===== config.mk =====
export PLATFORM = sky130hd
export DESIGN_NAME = ps2_tx_multi
export DESIGN_NICKNAME = d
export VERILOG_FILES = /design/src/rtl/ps2_pkg.sv /design/src/rtl/ps2_tx_chan.sv /design/src/rtl/ps2_tx_multi.sv
export SDC_FILE = /design/constraint.sdc
export NUM_CORES = 1
export LEC_CHECK = 0
export CAP_MARGIN = 15
export CORE_ASPECT_RATIO = 1.25
export CORE_MARGIN = 2
export CORE_UTILIZATION = 55
export CTS_BUF_LIST = sky130_fd_sc_hd__clkbuf_8 sky130_fd_sc_hd__clkbuf_16
export DETAILED_ROUTE_END_ITERATION = 12
export GPL_TIMING_DRIVEN = 0
export PLACE_DENSITY_LB_ADDON = 0.12
export SYNTH_ARGS = -nofsm -noshare
export SYNTH_HDL_FRONTEND = slang
export SYNTH_SLANG_ARGS = --single-unit

===== constraint.sdc =====
create_clock -name clk_sys -period 2.4 [get_ports clk_sys]
set_input_delay 0.48 -clock clk_sys [delete_from_list [all_inputs] [get_ports clk_sys]]
set_output_delay 0.48 -clock clk_sys [all_outputs]
set_load 0.005 [all_outputs]

===== src/rtl/ps2_pkg.sv =====
// Shared constants and elaboration-time helpers for the multi-channel PS/2 transmitter.
package ps2_pkg;

    localparam logic [3:0] ST_IDLE = 4'd0;
    localparam logic [3:0] ST_PAR  = 4'd9;
    localparam logic [3:0] ST_STOP = 4'd10;
    localparam logic [3:0] ST_DONE = 4'd11;

    function automatic int unsigned clog2(input int unsigned v);
        int unsigned r;
        r = 0;
        for (int unsigned i = 0; i < 31; i++) begin
            if (v > (32'd1 << i)) begin
                r = i + 1;
            end
        end
        return r;
    endfunction

    // Select width for NCH channels; a single channel still needs a 1-bit select.
    function automatic int unsigned ch_width(input int unsigned nch);
        return (clog2(nch) > 1) ? clog2(nch) : 1;
    endfunction

endpackage


===== src/rtl/ps2_tx_chan.sv =====
// One PS/2 transmit channel: byte FIFO, frame serialiser, host-inhibit sensing, overflow flag.
module ps2_tx_chan
    import ps2_pkg::*;
#(
    parameter int unsigned FIFO_BITS = 3
) (
    input  logic       clk_sys,
    input  logic       reset,
    input  logic       tick,
    input  logic       clk_ps2,
    input  logic       wr,
    input  logic [7:0] wr_data,
    input  logic       clr_overflow,
    input  logic       ps2_clk_in,
    output logic       ps2_clk_out,
    output logic       ps2_data_out,
    output logic       fifo_full,
    output logic       fifo_empty,
    output logic       overflow
);

    localparam int unsigned DEPTH = 2 ** FIFO_BITS;

    logic [7:0]         mem [DEPTH];
    logic [FIFO_BITS:0] wptr;
    logic [FIFO_BITS:0] rptr;
    logic [3:0]         state;
    logic [7:0]         shift;
    logic               parity;
    logic               data_q;
    logic               clk_out_d;
    logic               inh_raw;
    logic               inh_s1;
    logic               inh_s2;
    logic               inh_pend;
    logic               inhibited;
    logic               pop;
    logic               push;

    assign fifo_empty = (wptr == rptr);
    assign fifo_full  = (wptr[FIFO_BITS] != rptr[FIFO_BITS]) &&
                        (wptr[FIFO_BITS-1:0] == rptr[FIFO_BITS-1:0]);

    assign push = wr && !fifo_full;
    assign pop  = tick && (state == ST_DONE);

    assign ps2_clk_out  = clk_ps2 | (state == ST_IDLE);
    assign ps2_data_out = data_q;

    always_ff @(posedge clk_sys) begin
        if (push) begin
            mem[wptr[FIFO_BITS-1:0]] <= wr_data;
        end
    end

    always_ff @(posedge clk_sys or posedge reset) begin
        if (reset) begin
            wptr     <= '0;
            rptr     <= '0;
            overflow <= 1'b0;
        end else begin
            if (push) begin
                wptr <= wptr + 1'b1;
            end
            if (pop) begin
                rptr <= rptr + 1'b1;
            end
            if (wr && fifo_full) begin
                overflow <= 1'b1;
            end else if (clr_overflow) begin
                overflow <= 1'b0;
            end
        end
    end

    // Host pull-down only counts once our clock has been released for a full cycle,
    // and is remembered across the low half-period so the next tick can act on it.
    assign inh_raw   = ~ps2_clk_in & ps2_clk_out & clk_out_d;
    assign inhibited = inh_pend | inh_s2;

    always_ff @(posedge clk_sys or posedge reset) begin
        if (reset) begin
            clk_out_d <= 1'b1;
            inh_s1    <= 1'b0;
            inh_s2    <= 1'b0;
            inh_pend  <= 1'b0;
        end else begin
            clk_out_d <= ps2_clk_out;
            inh_s1    <= inh_raw;
            inh_s2    <= inh_s1;
            inh_pend  <= tick ? 1'b0 : (inh_pend | inh_s2);
        end
    end

    always_ff @(posedge clk_sys or posedge reset) begin
        if (reset) begin
            state  <= ST_IDLE;
            shift  <= '0;
            parity <= 1'b0;
            data_q <= 1'b1;
        end else if (tick) begin
            if (inhibited && (state != ST_IDLE) && (state != ST_DONE)) begin
                state  <= ST_IDLE;
                data_q <= 1'b1;
            end else begin
                case (state)
                    ST_IDLE: begin
                        data_q <= 1'b1;
                        if (!fifo_empty && !inhibited) begin
                            shift  <= mem[rptr[FIFO_BITS-1:0]];
                            parity <= 1'b1;
                            data_q <= 1'b0;
                            state  <= 4'd1;
                        end
                    end
                    4'd1, 4'd2, 4'd3, 4'd4, 4'd5, 4'd6, 4'd7, 4'd8: begin
                        data_q <= shift[0];
                        shift  <= {1'b0, shift[7:1]};
                        if (shift[0]) begin
                            parity <= ~parity;
                        end
                        state <= state + 4'd1;
                    end
                    ST_PAR: begin
                        data_q <= parity;
                        state  <= ST_STOP;
                    end
                    ST_STOP: begin
                        data_q <= 1'b1;
                        state  <= ST_DONE;
                    end
                    default: begin
                        data_q <= 1'b1;
                        state  <= ST_IDLE;
                    end
                endcase
            end
        end
    end

endmodule


===== src/rtl/ps2_tx_multi.sv =====
// Multi-channel PS/2 device-side transmitter: shared PS/2 clock divider feeding NCH channels.
module ps2_tx_multi
    import ps2_pkg::*;
#(
    parameter  int unsigned NCH       = 2,
    parameter  int unsigned FIFO_BITS = 3,
    parameter  int unsigned PS2DIV    = 100,
    localparam int unsigned CHW       = ch_width(NCH)
) (
    input  logic             clk_sys,
    input  logic             reset,
    input  logic             wr,
    input  logic [CHW-1:0]   wr_ch,
    input  logic [7:0]       wr_data,
    input  logic             clr_overflow,
    input  logic [NCH-1:0]   ps2_clk_in,
    output logic [NCH-1:0]   ps2_clk_out,
    output logic [NCH-1:0]   ps2_data_out,
    output logic [NCH-1:0]   fifo_full,
    output logic [NCH-1:0]   fifo_empty,
    output logic [NCH-1:0]   overflow
);

    localparam int unsigned     CNTW    = ch_width(PS2DIV + 1);
    localparam logic [CNTW-1:0] DIV_END = CNTW'(PS2DIV);

    logic [CNTW-1:0] cnt;
    logic            clk_ps2;
    logic            tick;
    logic [NCH-1:0]  wr_sel;

    always_ff @(posedge clk_sys or posedge reset) begin
        if (reset) begin
            cnt     <= '0;
            clk_ps2 <= 1'b0;
        end else if (cnt == DIV_END) begin
            cnt     <= '0;
            clk_ps2 <= ~clk_ps2;
        end else begin
            cnt <= cnt + 1'b1;
        end
    end

    // Channel FSMs advance on the same edge that raises clk_ps2.
    assign tick = (cnt == DIV_END) && !clk_ps2;

    always_comb begin
        wr_sel = '0;
        for (int unsigned i = 0; i < NCH; i++) begin
            if (wr && (wr_ch == CHW'(i))) begin
                wr_sel[i] = 1'b1;
            end
        end
    end

    for (genvar g = 0; g < NCH; g++) begin : g_chan
        ps2_tx_chan #(
            .FIFO_BITS(FIFO_BITS)
        ) u_chan (
            .clk_sys     (clk_sys),
            .reset       (reset),
            .tick        (tick),
            .clk_ps2     (clk_ps2),
            .wr          (wr_sel[g]),
            .wr_data     (wr_data),
            .clr_overflow(clr_overflow),
            .ps2_clk_in  (ps2_clk_in[g]),
            .ps2_clk_out (ps2_clk_out[g]),
            .ps2_data_out(ps2_data_out[g]),
            .fifo_full   (fifo_full[g]),
            .fifo_empty  (fifo_empty[g]),
            .overflow    (overflow[g])
        );
    end

endmodule

Word level (Yosys, flattened, before mapping)

Memories as Yosys holds them, arrays and structs flattened.
Index checks and enable logic that the tools add are counted.

Word-level logic and storage cells: 160
Memories: 2
Output and inout bits: 10
Memory bits (writable): 128
Register bits: 62

Bitwise operators: 16
Mux-type cells: 34
Reduce and logical (&&, ||, !) cells: 40
$add $sub $neg: 7
Equality and inequality tests: 37

Memories:

| name                 | depth | bits a word | rd ports | clocked after memory_dff | wr ports | line              | RTL |
|---|---|---|---|---|---|---|---|
| g_chan[0].u_chan.mem | 8     | 8           | 1        | 0                        | 1        | ps2_tx_chan.sv:24 | `logic [7:0] mem [DEPTH];` |
| g_chan[1].u_chan.mem | 8     | 8           | 1        | 0                        | 1        | ps2_tx_chan.sv:24 |  |

Operator list:

| kind                | number |
|---|---|
| $eq 4x3->1 const B  | 8 |
| $eq 4x4->1 const B  | 8 |
| $pmux 4 s4          | 2 |
| $pmux 8 s2          | 2 |
| $add 4x1->4 const B | 6 |
| $mux 1              | 19 |
| $logic_and 1x1->1   | 17 |
| $eq 4x2->1 const B  | 4 |
| $mux 4              | 4 |
| $mux 8              | 2 |
| $reduce_or 8->1     | 2 |
| $reduce_and 5->1    | 2 |
| $eq 4x1->1 const B  | 2 |
| $eq 4x4->1          | 2 |
| $logic_not 4->1     | 2 |
| $ne 4x4->1 const B  | 2 |
| $not 1->1           | 8 |
| $reduce_and 4->1    | 2 |
| $reduce_bool 2->1   | 4 |
| $reduce_bool 4->1   | 2 |
| $add 7x1->7 const B | 1 |
| $eq 7x7->1 const B  | 1 |
| $logic_not 1->1     | 7 |
| $mux 7              | 1 |
| other kinds (10)    | 24 |

Logic depth before layout (Yosys ltp)

Depth after elaboration: 6
Mapped depth: 8

Hierarchy

A second synthesis with hierarchy kept.

Cells, all modules: 525
Area total of the unflattened synthesis: 8326.7 sq um

By module, submodules not included:

| module                          | instances | area an instance (sq um) | cells each |
|---|---|---|---|
| ps2_tx_chan at g_chan[1].u_chan | 1         | 4008.8                   | 244 |
| ps2_tx_chan at g_chan[0].u_chan | 1         | 3936.3                   | 244 |
| ps2_tx_multi                    | 1         | 381.6                    | 37 |

Least setup slack after synthesis

No wires, ideal clock.

Path kind: flip-flop to flip-flop
Start: register g_chan[0].u_chan.rptr[0]
End: memory g_chan[0].u_chan.mem[0][0], enable pin
Cell stages (with the launch flop): 7
Data arrival time: 2.072 ns
Slack: -0.055 ns
Required time: 2.017 ns
Library setup time: 0.383 ns
Buffers on the path: 2
Cells stage by stage: dfrtp_1 > buf_6 > buf_6 > xnor2_1 > a41oi_1 > or2b_1 > nor3_1

Longest elaborated chain between the ends: 6

RTL lines:

| item                         | line              | RTL |
|---|---|---|
| start, declared              | ps2_tx_chan.sv:26 | `logic [FIFO_BITS:0] rptr;` |
| start signal, assigned       | ps2_tx_chan.sv:66 | `rptr <= rptr + 1'b1;` |
| $eq 3x3->1                   | ps2_tx_chan.sv:42 | `(wptr[FIFO_BITS-1:0] == rptr[FIFO_BITS-1:0]);` |
| $logic_and 1x1->1            | ps2_tx_chan.sv:41 | `assign fifo_full = (wptr[FIFO_BITS] != rptr[FIFO_BITS]) &&` |
| $logic_not 1->1              | ps2_tx_chan.sv:44 | `assign push = wr && !fifo_full;` |
| $logic_and 1x1->1            | ps2_tx_chan.sv:44 |  |
| $mux 1                       | ps2_tx_chan.sv:51 | `if (push) begin` |
| $mux 1 (implied by the code) | ps2_tx_chan.sv:52 | `mem[wptr[FIFO_BITS-1:0]] <= wr_data;` |
| end, declared                | ps2_tx_chan.sv:24 |  |

No other way between the ends.

Worst setup path after layout

Start: register g_chan[0].u_chan.rptr[0]
End: memory g_chan[0].u_chan.mem[5][7], enable pin

Same word-level chain as after synthesis.

==> flow_metrics.py <==
metrics = {
    "cells_and_area": {
        "drive_above_1_share": 0.326,
        "nFillCells": 991,
        "nNetsFinal": 654,
        "syn_to_final_growth_pct": 21.5,
        "fin_util": 0.680,
        "antenna_cells": 0,
        "multi_input_area_mm2": 0.00303,
        "regArea_mm2": 0.00541,
    },
    "clock_tree": {
        "ctsHtreeMaxLevel": 4,
        "clock_path_buffers": 2,
        "cts-buffers-inserted": 17,
        "clock-sinks": 190,
        "clock_latency_ns": 0.43,
        "cts-root-buf": "clkbuf_16",
        "clkTransAtPathRegs_ns": 0.07,
        "cts_tree": "done",
    },
    "setup_path": {
        "startpoint_type": "flip-flop",
        "r2r_slack_ns": 0.05,
        "crit_path_end_kind": "flip-flop",
        "crit_required_ns": 2.46,
        "cp_max_fo": 10,
        "path_cells": "buf_6 > buf_6 > xnor2_1 > a41oi_2 > nand2_1 > nor2_2",
        "crit_family": "simple AND/OR/NAND/NOR gates",
        "crit_slowest_cell": "nor2_2",
        "cp_common_cell": "buf_6",
        "crit_buf_inv": 2,
        "cpPeakStageDelay_ns": 0.49,
        "crit_type": "reg -> reg",
        "arrival_ns": 2.41,
    },
    "die": {
        "start_util": 0.560,
        "dieArea_mm2": 0.0162,
        "core_area_mm2": 0.0150,
        "rows": 50,
        "die_w_um": 114,
        "top_level_ports": 25,
        "die_h_um": 142,
    },
    "global_route": {
        "grt_pass1_wl_mm": 26.1,
        "grt_use_met1": 0.282,
        "grt_max_degree": 38,
        "gr-usage-met3": 0.0380,
        "grt_pass1_vias": 4905,
        "overflow": 0,
        "grt.total_usage": 0.215,
        "grt_antenna_before_repair": 0,
        "top_usage_layer": "met2",
        "use_met2": 0.364,
    },
    "synthesis": {
        "synth_top_area_share": 0.459,
        "synth.net_count": 569,
        "synthMuxAreaShare": 0.141,
        "synth_seq_area_share": 0.645,
        "syn_area_per_cell_um2": 15.5,
        "synth_area_leader_cell": "edfxtp_1",
        "synth_area_mm2": 0.00837,
        "yosys_most_used_dff": "edfxtp_1",
        "async_flop_share": 0.326,
        "yosysMostFrequentCell": "edfxtp_1",
        "yosys-top-cells-count": "128 x edfxtp_1, 58 x dfrtp_1, 37 x nor2_1, 30 x nand2_1",
        "synth.area.top_cells": "edfxtp_1 46%, dfrtp_1 17%, mux4_2 5.4%, mux4_1 3.8%, mux2_2 2.7%",
        "synth_seq_cells": 190,
        "synth_edf_count": 128,
        "yosys.area_share.simple": 0.0761,
        "synthCells": 540,
        "synth-xor-area-share": 0.0293,
        "synth_top_family_by_area": "multiplexers",
        "yosysUniqueCellTypes": 62,
        "synthAdderAreaFrac": 0.0209,
        "synth-compound-area-share": 0.0547,
        "yosysWarnings": 0,
    },
    "drt": {
        "avgViaCountPerCell": 5.82,
        "drc": 0,
        "dr.pass1.iters": 4,
        "vias": 4774,
        "routed_wl_mm": 16.5,
        "wire_per_inst_um": 20.2,
        "first_iter_violations": 401,
        "ant_nets": 0,
    },
    "power_and_ir_drop": {
        "swShare": 0.265,
        "pwr-share-clk": 0.349,
        "power_leakage_nw": 3.75,
        "combPwrFrac": 0.158,
        "ir_drop_mv": 0.552,
        "switchingPower_mw": 2.10,
        "pwr-share-seq": 0.493,
        "power_density_mw_per_mm2": 781,
        "total_power_mw": 7.94,
        "p_int_mw": 5.84,
    },
    "sta": {
        "clock-skew-final_ns": 0.00833,
        "fin_ws_ns": 0.0522,
        "relSlewSlack": 0.445,
        "rsz0062_at_grt": "yes",
        "fmax_ghz": 0.426,
        "worst_pin_slew_ns": 0.833,
        "drv_slew": 0,
        "finalSetupViolCount": 0,
        "period_share": 0.978,
        "fin_tns_setup_ns": 0,
        "fin_crit_ns": 2.35,
        "finalHoldViolations": 0,
    },
    "worst_hold_path": {
        "hp-class": "reg -> reg",
    },
    "placement": {
        "dpl_worst_slack_ns": -0.734,
        "numPortBuffers": 24,
        "dp_hpwl_mm": 10.1,
        "routabilityCongestion": 0.814,
    },
    "flow_run": {
        "cap_violations": 0,
    },
    "outcome": {
        "status": "complete, no violations",
    },
}
-- routing by layer --
| metal | share of wire | wire length (um) |
|---|---|---|
| met5 | 0 | 0 |
| met4 | 0.020 | 337 |
| met3 | 0.027 | 446 |
| met2 | 0.52 | 8560 |
| met1 | 0.43 | 7180 |
-- power groups by stage --
stage	Combinational (mW)	Sequential, mW	Clock, mW
final	1.26	3.92	2.77
after global routing	1.34	3.94	2.94
after detailed placement	0.787	3.94	0
after floorplan	0.533	3.90	0
after global placement	0.747	3.92	0
after CTS	1.18	3.90	2.81
-- worst reg2reg max path, cell delays in order, from the launching register on --
cell and delay [ns]:
dfrtp_1 0.42, buf_6 0.18, buf_6 0.17, xnor2_1 0.14, a41oi_2 0.30, nand2_1 0.27, nor2_2 0.50
-- path summary, 6_finish.rpt --
check,start,endpoint,depth (start not counted)
max reg2reg,g_chan[0].u_chan.rptr[0]$_DFFE_PP0P_,g_chan[0].u_chan.mem[5][7]$_DFFE_PP_,6
max in group asynchronous,reset,g_chan[1].u_chan.ps2_data_out$_DFFE_PP1N_,3
min reg2reg,g_chan[0].u_chan.inh_s1$_DFF_PP0_,g_chan[0].u_chan.inh_s2$_DFF_PP0_,0
min,g_chan[0].u_chan.inh_s1$_DFF_PP0_,g_chan[0].u_chan.inh_s2$_DFF_PP0_,0
max,g_chan[0].u_chan.rptr[0]$_DFFE_PP0P_,g_chan[0].u_chan.mem[5][7]$_DFFE_PP_,6
min in group asynchronous,reset,g_chan[0].u_chan.inh_s2$_DFF_PP0_,2
-- sequential cells by signal (all words and copies together) (netlist names), 7 cells and up --
signal and flops:
cnt 7, g_chan.u_chan.shift 16, g_chan.u_chan.rptr 8, g_chan.u_chan.state 8
g_chan.u_chan.wptr 8, g_chan.u_chan.mem 128
-- timing repair --
item | in CTS | in global routing
hold buffers | 0 | 0
endpoints found under the setup margin | 146 | 131
pin swaps | 14 | 12
gates resized for setup | 63 | 23
setup buffers | 34 | 10
-- cell families (layout without fill, tap and decap cells) --
logic type	count (synthesis)	after routing
AO/OA/AOI/OAI	64	64
XOR/XNOR	28	28
adder cells (fa/ha/maj)	14	14
buffers and inverters	46	144
flip-flops	190	190
multiplexers	71	71
AND/OR/NAND/NOR	127	127
-- stage by stage --
stage / std cells / cell area (um^2) / hold slack [ns]
after detailed placement: 748 / 8870 / 0.335
after CTS: 811 / 9960 / 0.368
after floorplan: 540 / 8370 / 0.331
after global routing: 820 / 10200 / 0.375
after global placement: 746 / 8840 / 0.348
final: 820 / 10200 / 0.359
-- layout make-up --
class / count / share of cell area
clock buffers: 17 / 0.0418
clock inverters: 15 / 0.0149
plain buffers: 27 / 0.0215
well taps: 182 / 0.0224
flip-flops and latches: 190 / 0.532
inverters: 15 / 0.00554
repair buffers: 70 / 0.0639
multi-input cells: 304 / 0.298
-- cells in the final DEF (no fill, tap or decap), drive strengths merged, types with 2 or more instances in the layout --
cell type,synthesis,layout
a41oi,3,3
dfrtp,58,58
mux4,32,32
edfxtp,128,128
ha,14,14
or2,2,2
clkdlybuf4s50,0,18
dlygate4sd2,0,4
a2111oi,4,4
nand2,30,30
and3b,2,2
nor4,3,3
clkbuf,3,22
clkinvlp,0,4
nand4,3,3
xnor2,15,15
buf,28,68
a22o,2,2
o21ai,21,21
o22ai,4,4
mux2,20,20
nand3,10,10
o41ai,2,2
dlymetal6s2s,0,2
a21oi,16,16
inv,15,22
nand3b,2,2
nor2,38,38
nor3b,4,4
o31ai,2,2
nor3,12,12
mux2i,19,19
xor2,13,13
clkinv,0,3
nand2b,9,9
and2,4,4
dfstp,4,4
a31oi,2,2
No activity file was read; power rests on OpenSTA's default activity.
